## config.mk

```make
export PLATFORM = sky130hd
export DESIGN_NAME = multicycle_control_fsm
export DESIGN_NICKNAME = d
export VERILOG_FILES = /design/src/rtl/ctrl_pkg.sv /design/src/rtl/alu_decoder.sv /design/src/rtl/multicycle_control_fsm.sv
export SDC_FILE = /design/constraint.sdc
export NUM_CORES = 1
export LEC_CHECK = 0
export CAP_MARGIN = 10
export CORE_ASPECT_RATIO = 1.2
export CORE_MARGIN = 2
export CORE_UTILIZATION = 30
export DETAILED_ROUTE_END_ITERATION = 8
export GPL_TIMING_DRIVEN = 1
export PLACE_DENSITY_LB_ADDON = 0.1
export SLEW_MARGIN = 20
export SYNTH_ARGS = -nofsm -noshare
export SYNTH_HDL_FRONTEND = slang
export SYNTH_SLANG_ARGS = --single-unit
```

## constraint.sdc

```tcl
create_clock -name clk -period 2.6 [get_ports clk]
set_clock_uncertainty 0.15 [all_clocks]
set_input_delay 0.78 -clock clk [delete_from_list [all_inputs] [get_ports clk]]
set_output_delay 0.78 -clock clk [all_outputs]
set_load 0.05 [all_outputs]
```

## src/rtl/ctrl_pkg.sv

```systemverilog
// Shared encodings for the multicycle RV32I control unit: FSM states,
// opcodes, ALU operations and the datapath mux-select codes.
package ctrl_pkg;

   typedef enum logic [3:0] {
      FETCH    = 4'd0,
      DECODE   = 4'd1,
      MEMADR   = 4'd2,
      MEMREAD  = 4'd3,
      MEMWB    = 4'd4,
      MEMWRITE = 4'd5,
      EXEC_R   = 4'd6,
      EXEC_I   = 4'd7,
      ALUWB    = 4'd8,
      BEQ_CMP  = 4'd9,
      BEQ_TGT  = 4'd10,
      JAL_LINK = 4'd11,
      JAL_TGT  = 4'd12
   } state_t;

   // How the ALU op is chosen: fixed ADD, fixed SUB, or from funct3/funct7
   typedef enum logic [1:0] {
      MODE_ADD   = 2'd0,
      MODE_SUB   = 2'd1,
      MODE_FUNCT = 2'd2
   } alu_mode_t;

   localparam logic [6:0] OP_LOAD   = 7'b0000011;
   localparam logic [6:0] OP_STORE  = 7'b0100011;
   localparam logic [6:0] OP_RTYPE  = 7'b0110011;
   localparam logic [6:0] OP_ITYPE  = 7'b0010011;
   localparam logic [6:0] OP_BRANCH = 7'b1100011;
   localparam logic [6:0] OP_JAL    = 7'b1101111;

   localparam logic [3:0] ALU_ADD  = 4'b0000;
   localparam logic [3:0] ALU_SUB  = 4'b0001;
   localparam logic [3:0] ALU_AND  = 4'b0010;
   localparam logic [3:0] ALU_OR   = 4'b0011;
   localparam logic [3:0] ALU_XOR  = 4'b0100;
   localparam logic [3:0] ALU_SLT  = 4'b0101;
   localparam logic [3:0] ALU_SLL  = 4'b0110;
   localparam logic [3:0] ALU_SRL  = 4'b0111;
   localparam logic [3:0] ALU_SRA  = 4'b1000;
   localparam logic [3:0] ALU_SLTU = 4'b1001;

   localparam logic [1:0] RES_ALU_OUT    = 2'b00;
   localparam logic [1:0] RES_READ_DATA  = 2'b01;
   localparam logic [1:0] RES_ALU_RESULT = 2'b10;

   localparam logic [1:0] SRCA_PC  = 2'b00;
   localparam logic [1:0] SRCA_RS1 = 2'b01;

   localparam logic [1:0] SRCB_RS2  = 2'b00;
   localparam logic [1:0] SRCB_FOUR = 2'b01;
   localparam logic [1:0] SRCB_IMM  = 2'b10;
   localparam logic [1:0] SRCB_ZERO = 2'b11;

   localparam logic [1:0] IMM_I = 2'b00;
   localparam logic [1:0] IMM_S = 2'b01;
   localparam logic [1:0] IMM_B = 2'b10;
   localparam logic [1:0] IMM_J = 2'b11;

endpackage

```

## src/rtl/alu_decoder.sv

```systemverilog
// Combinational ALU-op decoder. funct7[5] selects SUB only for R-type
// ADD/SUB; for shifts-right it picks SRA in both R- and I-type forms.
module alu_decoder
   import ctrl_pkg::*;
(
   input  alu_mode_t  alu_mode,
   input  logic [2:0] funct3,
   input  logic       funct7_5,
   input  logic       is_rtype,
   output logic [3:0] alu_control
);

   // Map mode + instruction fields onto an ALU operation
   always_comb begin
      alu_control = ALU_ADD;
      case (alu_mode)
         MODE_SUB: alu_control = ALU_SUB;
         MODE_FUNCT: begin
            case (funct3)
               3'b000:  alu_control = (is_rtype && funct7_5) ? ALU_SUB : ALU_ADD;
               3'b001:  alu_control = ALU_SLL;
               3'b010:  alu_control = ALU_SLT;
               3'b011:  alu_control = ALU_SLTU;
               3'b100:  alu_control = ALU_XOR;
               3'b101:  alu_control = funct7_5 ? ALU_SRA : ALU_SRL;
               3'b110:  alu_control = ALU_OR;
               default: alu_control = ALU_AND;
            endcase
         end
         default: alu_control = ALU_ADD;
      endcase
   end

endmodule

```

## src/rtl/multicycle_control_fsm.sv

```systemverilog
// Multicycle RV32I control unit: sequences each instruction through its
// states and drives the shared-memory datapath's enables and selects.
module multicycle_control_fsm
   import ctrl_pkg::*;
#(
   parameter int CNT_W = 32
) (
   input  logic             clk,
   input  logic             reset,
   input  logic [31:0]      instr,
   input  logic             zero,
   output logic             pc_write,
   output logic             ir_write,
   output logic             reg_write,
   output logic             mem_write,
   output logic             instruction_or_data,
   output logic [1:0]       result_src,
   output logic [1:0]       alu_src_a,
   output logic [1:0]       alu_src_b,
   output logic [3:0]       alu_control,
   output logic [1:0]       imm_src,
   output logic             retire,
   output logic             illegal_instr,
   output logic [3:0]       state_dbg,
   output logic [CNT_W-1:0] instret
);

   state_t           state_reg, state_next;
   logic             br_taken_reg;
   logic [CNT_W-1:0] instret_reg;
   alu_mode_t        alu_mode;
   logic             pc_write_raw, ir_write_raw, reg_write_raw, mem_write_raw;
   logic             retire_raw, illegal_raw;

   logic [6:0] opcode;
   logic [2:0] funct3;
   logic       funct7_5;
   logic       unused_instr_bits;

   assign opcode            = instr[6:0];
   assign funct3            = instr[14:12];
   assign funct7_5          = instr[30];
   assign unused_instr_bits = ^{instr[31], instr[29:15], instr[11:7]};

   alu_decoder u_alu_decoder (
      .alu_mode    (alu_mode),
      .funct3      (funct3),
      .funct7_5    (funct7_5),
      .is_rtype    (opcode == OP_RTYPE),
      .alu_control (alu_control)
   );

   // State register; reset abandons any partial instruction
   always_ff @(posedge clk or posedge reset) begin
      if (reset) state_reg <= FETCH;
      else       state_reg <= state_next;
   end

   // Branch decision is captured in BEQ_CMP and consumed in BEQ_TGT
   always_ff @(posedge clk or posedge reset) begin
      if (reset)                     br_taken_reg <= 1'b0;
      else if (state_reg == BEQ_CMP) br_taken_reg <= zero;
   end

   // Retired-instruction counter, wraps silently
   always_ff @(posedge clk or posedge reset) begin
      if (reset)           instret_reg <= '0;
      else if (retire_raw) instret_reg <= instret_reg + CNT_W'(1);
   end

   // Next-state and Moore output decode
   always_comb begin
      state_next          = FETCH;
      pc_write_raw        = 1'b0;
      ir_write_raw        = 1'b0;
      reg_write_raw       = 1'b0;
      mem_write_raw       = 1'b0;
      retire_raw          = 1'b0;
      illegal_raw         = 1'b0;
      instruction_or_data = 1'b0;
      result_src          = RES_ALU_OUT;
      alu_src_a           = SRCA_PC;
      alu_src_b           = SRCB_RS2;
      imm_src             = IMM_I;
      alu_mode            = MODE_ADD;
      case (state_reg)
         FETCH: begin
            ir_write_raw = 1'b1;
            pc_write_raw = 1'b1;
            alu_src_b    = SRCB_FOUR;
            state_next   = DECODE;
         end
         DECODE: begin
            case (opcode)
               OP_LOAD, OP_STORE: state_next = MEMADR;
               OP_RTYPE:          state_next = EXEC_R;
               OP_ITYPE:          state_next = EXEC_I;
               OP_BRANCH:         state_next = BEQ_CMP;
               OP_JAL:            state_next = JAL_LINK;
               default:           illegal_raw = 1'b1;
            endcase
         end
         MEMADR: begin
            alu_src_a  = SRCA_RS1;
            alu_src_b  = SRCB_IMM;
            imm_src    = (opcode == OP_STORE) ? IMM_S : IMM_I;
            state_next = (opcode == OP_LOAD) ? MEMREAD : MEMWRITE;
         end
         MEMREAD: begin
            instruction_or_data = 1'b1;
            state_next          = MEMWB;
         end
         MEMWB: begin
            result_src    = RES_READ_DATA;
            reg_write_raw = 1'b1;
            retire_raw    = 1'b1;
         end
         MEMWRITE: begin
            mem_write_raw = 1'b1;
            retire_raw    = 1'b1;
         end
         EXEC_R: begin
            alu_src_a  = SRCA_RS1;
            alu_mode   = MODE_FUNCT;
            state_next = ALUWB;
         end
         EXEC_I: begin
            alu_src_a  = SRCA_RS1;
            alu_src_b  = SRCB_IMM;
            alu_mode   = MODE_FUNCT;
            state_next = ALUWB;
         end
         ALUWB: begin
            reg_write_raw = 1'b1;
            retire_raw    = 1'b1;
         end
         BEQ_CMP: begin
            alu_src_a  = SRCA_RS1;
            alu_mode   = MODE_SUB;
            state_next = BEQ_TGT;
         end
         BEQ_TGT: begin
            alu_src_b    = SRCB_IMM;
            imm_src      = IMM_B;
            pc_write_raw = br_taken_reg;
            retire_raw   = 1'b1;
         end
         JAL_LINK: begin
            alu_src_b     = SRCB_ZERO;
            result_src    = RES_ALU_RESULT;
            reg_write_raw = 1'b1;
            state_next    = JAL_TGT;
         end
         JAL_TGT: begin
            alu_src_b    = SRCB_IMM;
            imm_src      = IMM_J;
            pc_write_raw = 1'b1;
            retire_raw   = 1'b1;
         end
         default: state_next = FETCH;
      endcase
   end

   // Side-effecting outputs are held off for as long as reset is high
   assign pc_write      = pc_write_raw  & ~reset;
   assign ir_write      = ir_write_raw  & ~reset;
   assign reg_write     = reg_write_raw & ~reset;
   assign mem_write     = mem_write_raw & ~reset;
   assign retire        = retire_raw    & ~reset;
   assign illegal_instr = illegal_raw   & ~reset;
   assign state_dbg     = state_reg;
   assign instret       = instret_reg;

endmodule

```

# Word-level counts from Yosys, hierarchy flattened
# Cells that the tools add are included.
[op_classes] bitwise_logic=7 n_mul=0 shifts=0 add_sub_neg=1 n_div=0 n_lt_le_gt_ge=0 n_reduce_logical=11 mux=21 n_eq_ne=26
[op_table] operator="$pmux W4 S7" n=2
[op_table] operator="$add A32 B1 Y32 const B" n=1
[op_table] operator="$eq A4 B4 Y1 const B" n=5
[op_table] operator="$pmux W4 S5" n=1
[op_table] operator="$eq A4 B3 Y1 const B" n=4
[op_table] operator="$eq A7 B6 Y1 const B" n=2
[op_table] operator="$eq A7 B7 Y1 const B" n=2
[op_table] operator="$pmux W2 S3" n=2
[op_table] operator="$mux W1" n=10
[op_table] operator="$eq A3 B3 Y1 const B" n=3
[op_table] operator="$eq A4 B2 Y1 const B" n=2
[op_table] operator="$pmux W2 S2" n=2
[op_table] operator="$pmux W4 S2" n=1
[op_table] operator="$reduce_or A4 Y1" n=2
[op_table] operator="$eq A7 B2 Y1 const B" n=1
[op_table] operator="$eq A7 B5 Y1 const B" n=1
[op_table] operator="$and A1 B1 Y1" n=6
[op_table] operator="$eq A3 B2 Y1 const B" n=2
[op_table] operator="$reduce_or A2 Y1" n=3
[op_table] operator="$reduce_or A6 Y1" n=1
[op_table] operator="$reduce_or A5 Y1" n=1
[op_table] operator="$eq A4 B1 Y1 const B" n=1
[op_table] operator="$logic_not A4 Y1" n=1
[op_table] operator="$mux W4" n=1
[op_table] operator="9 further kinds" n=9
[word_totals] word_cells=69 ram_bits=0 romBits=0 latchBits=0 regBits=37 mem_count=0 output_inout_bits=55

# Longest topological paths before layout
[logic_depth] ltp_word=5 ltp_mapped=7

# Cells and area by module
# Synthesis repeated with hierarchy kept, for this count alone.
[hier_totals] hier_cells=237 hier_area_um2=2227.1
[modules_own_cells] mod="multicycle_control_fsm" seq_area_each_um2=925.9 cells_per_inst=215 area_each_um2=2089.5 n_inst=1
[modules_own_cells] mod="alu_decoder" seq_area_each_um2=0.0 cells_per_inst=22 area_each_um2=137.6 n_inst=1

# Worst setup path after synthesis
# Ideal clock, no wire load.
[synth_path] path_kind="register to output" startpoint="register state_reg[2] (netlist: state_dbg[2])" endpoint="output alu_control[2]" t_required_ns=1.670 path_stages_with_launch=7 path_slack_ns=-2.504 arrival_time_ns=4.174 cell_sequence="dfrtp_1 clkbuf_1 nor2b_1 nand3_1 ha_1 nand2b_1 a2111oi_0"
[synth_via] elab_chain_len=5 elab_cells_between_ends=8 classes_between="5 x eq/ne; 2 x mux; 1 x reduce/logical"
[synth_lines] item="from (decl)" line="multicycle_control_fsm.sv:28" text="state_t state_reg, state_next;"
[synth_lines] item="from (signal assigned)" line="multicycle_control_fsm.sv:56" text="else state_reg <= state_next;"
[synth_lines] item="$eq A4 B3 Y1" line="multicycle_control_fsm.sv:86" text="case (state_reg)"
[synth_lines] item="$reduce_or A2 Y1 (no line)"
[synth_lines] item="$pmux W2 S2 *" line="multicycle_control_fsm.sv:86"
[synth_lines] item="$eq A2 B2 Y1 / $eq A2 B1 Y1 (equally long branches)" line="alu_decoder.sv:16" text="case (alu_mode)"
[synth_lines] item="$pmux W4 S2 *" line="alu_decoder.sv:16"
[synth_lines] item="to (decl)" line="multicycle_control_fsm.sv:20" text="output logic [3:0] alu_control,"
# Mark *: on every way between the ends. The rest lies on a longest branch, timed or not.

# Worst setup path in the final report
[layout_path] startpoint="input instr[2]" endpoint="output alu_control[0]"
[layout_via] elab_chain_len=5
[layout_lines] item="from (decl)" line="multicycle_control_fsm.sv:10" text="input logic [31:0] instr,"
[layout_lines] item="$eq A7 B6 Y1" line="multicycle_control_fsm.sv:49" text=".is_rtype (opcode == OP_RTYPE),"
[layout_lines] item="$logic_and A1 B1 Y1" line="alu_decoder.sv:20" text="3'b000: alu_control = (is_rtype && funct7_5) ? ALU_SUB : ALU_ADD;"
[layout_lines] item="$mux W1" line="alu_decoder.sv:20"
[layout_lines] item="$pmux W4 S7" line="alu_decoder.sv:19" text="case (funct3)"
[layout_lines] item="$pmux W4 S2" line="alu_decoder.sv:16"
# Every way passes these cells.

==> metrics.cfg <==
[layout]
area_growth_pct = 81.0
layout.nets = 389
antennaDiodeCount = 0
largest_register_ffs = 32
fin_cells = 442
final_cell_mix = buf_4, dfrtp_1, clkdlybuf4s50_1
layout_commonest_cell = buf_4
fillers = 649
drive_gt1_share_pct = 42.6

[pwr]
pwr-share-seq_pct = 31.4
powerDensity_mw_per_mm2 = 554
switchingPower_mw = 0.848
peakVddDrop_mv = 0.269
internal_power_mw = 1.36
p_sw_share_pct = 38.5
p_leak_nw = 1.73
clockPowerShare_pct = 23.9
comb_power_share_pct = 44.7

[setup_path]
cp-start-kind = input port
crit_type = input port to primary output
cp_max_fo = 2
crit_path_end_kind = primary output
worst_ep_arrival_time_ps = 1960
timing.rr.end = instret[6]
reg2regPathDepth = 8
worstPathRequired_ps = 1670
r2r-start = state_dbg[2]
reg2reg_slack_ps = 470

[routing]
drt_pass1_iterations = 4
viasPerCell = 4.97
drtIter0Drc = 51
wl_met3_microns = 284
wirelength_mm = 6.72
dr_wl_met2_mm = 3.75
drt-met1-wl_mm = 2.60
highest_layer = met4
postRouteAntennaNets = 0
route.detailed.drc = 0
vias = 2195
wl_per_cell_microns = 15.2

[yosys]
synth.top_cells.by_area = dfrtp_1, xnor2_1, nand4_1, nand3_1, nand2_1
synth_edf_count = 0
syn_nets = 270
async_reset_ff_share_pct = 100
postSynthAreaPerCell_sq_um = 9.47
ys_seq_area_share_pct = 42.1
ys_types = 47
synth-seq-cells = 37
synth_flop_cell = dfrtp_1
yosysTopAreaCell = dfrtp_1
syn_area_sq_mm = 0.00220
synth_top_area_share_pct = 42.1
yosys_warnings = 0
syn_inst = 232

[timing]
period_minus_slack_ps = 2890
slew_headroom_pct = 63.9
setup_ws_ps = -295
setup_violations = 7
worstMarginPinSlew_ps = 537
rsz0062_at_grt = yes
hold_violations = 0
fmax_ghz = 0.345
finalCritPeriodShare_pct = 111
final.setup.tns_ps = -1400
final_max_slew_viol_count = 0

[global_route]
grt_pass1_vias = 2185
grt_max_degree = 38
grt_pass1_wl_mm = 10.7
antenna_found_initial = 0
overflow = 0
grtUsageTotal_pct = 17.4

[die]
die-area_sq_mm = 0.00803
rows = 34
pin_count = 90
die_x_microns = 82.1
core_sq_mm = 0.00719
die_height_microns = 97.7
start_util_pct = 30.6

[clock_network]
root_buffer = clkbuf_8
clk_pin_slew_worst_paths_ps = 80
clockBufferDepth = 2
cts_made_buffers = 5
h-tree-depth = 2
cts_sinks = 37
hold_buffers = 0
worstSkewPairLatency_ps = 290
cts_tree = yes

[placed_design]
dp.cells = 418
io_buffers = 67
gp_congestion = 0.743
hpwlAfterDp_mm = 4.71

[hold_path]
min_to = instret[31]
worstHoldPathCells = 1
hold_path.startpoint = instret[31]
hp-class = register to register

[job]
drv_cap = 0

[run_status]
violations = negative setup slack
status = finished, violations left

-- critical path: stages --
cell     delay [ps]
buf_6            90
or3_4           400
nor4_4          230
o21ai_1         120
a21oi_2         190
buf_12          160
-- metrics by stage --
step	instance area, sq um	setup WS, ps	total power, mW	utilization, %	hold WS (ps)
3_5_place_dp	3520	-781	1.57	49.0	318
2_1_floorplan	2350	-407	1.18	-	330
4_1_cts	3860	-358	2.17	53.7	334
6_report	3980	-295	2.20	55.3	323
5_1_grt	3980	-351	2.30	55.3	343
3_3_place_gp	3520	-826	1.56	49.0	309
-- final cells by class --
cell class                 count  area, sq um  share of cell area (%)
multi-input combinational    177         1490                    37.4
tap                           90          113                    2.83
inverter                       8         33.8                   0.849
clock inverter                 2         37.5                   0.944
timing repair buffer         122         1290                    32.5
clock buffer                   6         82.6                    2.08
sequential                    37          931                    23.4
-- timing repair --
action	CTS	global route
pin swaps	22	22
buffers inserted	13	8
resized for setup	70	28
endpoints found under the setup margin	12	17
gates cloned	0	0
-- synth_stat cells, types with 2 or more instances --
library cell / number
a21oi_1: 9
nand4_1: 21
nand4b_1: 2
o21ai_0: 5
xnor2_1: 27
and3_1: 6
nor2b_1: 8
ha_1: 3
clkbuf_1: 3
nand3_1: 14
o31ai_1: 2
nor3_1: 7
buf_4: 2
nand2_1: 17
mux2_2: 3
dfrtp_1: 37
nor4_1: 2
inv_1: 8
and4_1: 2
o22ai_1: 2
and2_1: 3
nor3b_1: 2
xor2_1: 5
o211a_1: 2
nand3b_1: 2
buf_2: 5
nand2b_1: 3
nor2_1: 11
-- worst max path at each step --
stage                       startpoint              to
final                         instr[2]  alu_control[0]
after global placement        instr[3]  alu_control[0]
after floorplan           state_dbg[2]  alu_control[2]
after global routing      state_dbg[2]  alu_control[2]
after CTS                     instr[6]      imm_src[0]
after detailed placement      instr[3]  alu_control[0]
-- power groups by stage --
stage	logic, mW	clock network [mW]	registers [mW]
2_1_floorplan	0.342	0	0.842
3_3_place_gp	0.865	0	0.698
3_5_place_dp	0.866	0	0.700
4_1_cts	0.929	0.547	0.692
5_1_grt	1.03	0.569	0.697
6_report	0.986	0.526	0.692
-- cell families (layout without fill, tap and decap cells) --
kind of cell	Yosys count	count (layout)	share of synthesized area (%)
compound gates	28	28	8.26
xor+xnor	32	32	12.8
fa+ha+maj	3	3	1.71
buf+inv	18	138	3.70
flops	37	37	42.1
mux	3	3	1.54
other cells	1	1	0.171
simple gates	110	110	29.7
-- per-layer routing --
metal  up-vias  global-route usage (%)
met5         -                       0
li1       1072                       -
met4         0                    7.44
met3         7                    3.42
met1      1058                    18.8
met2        58                    31.8
(Power assumes the default switching activity.)
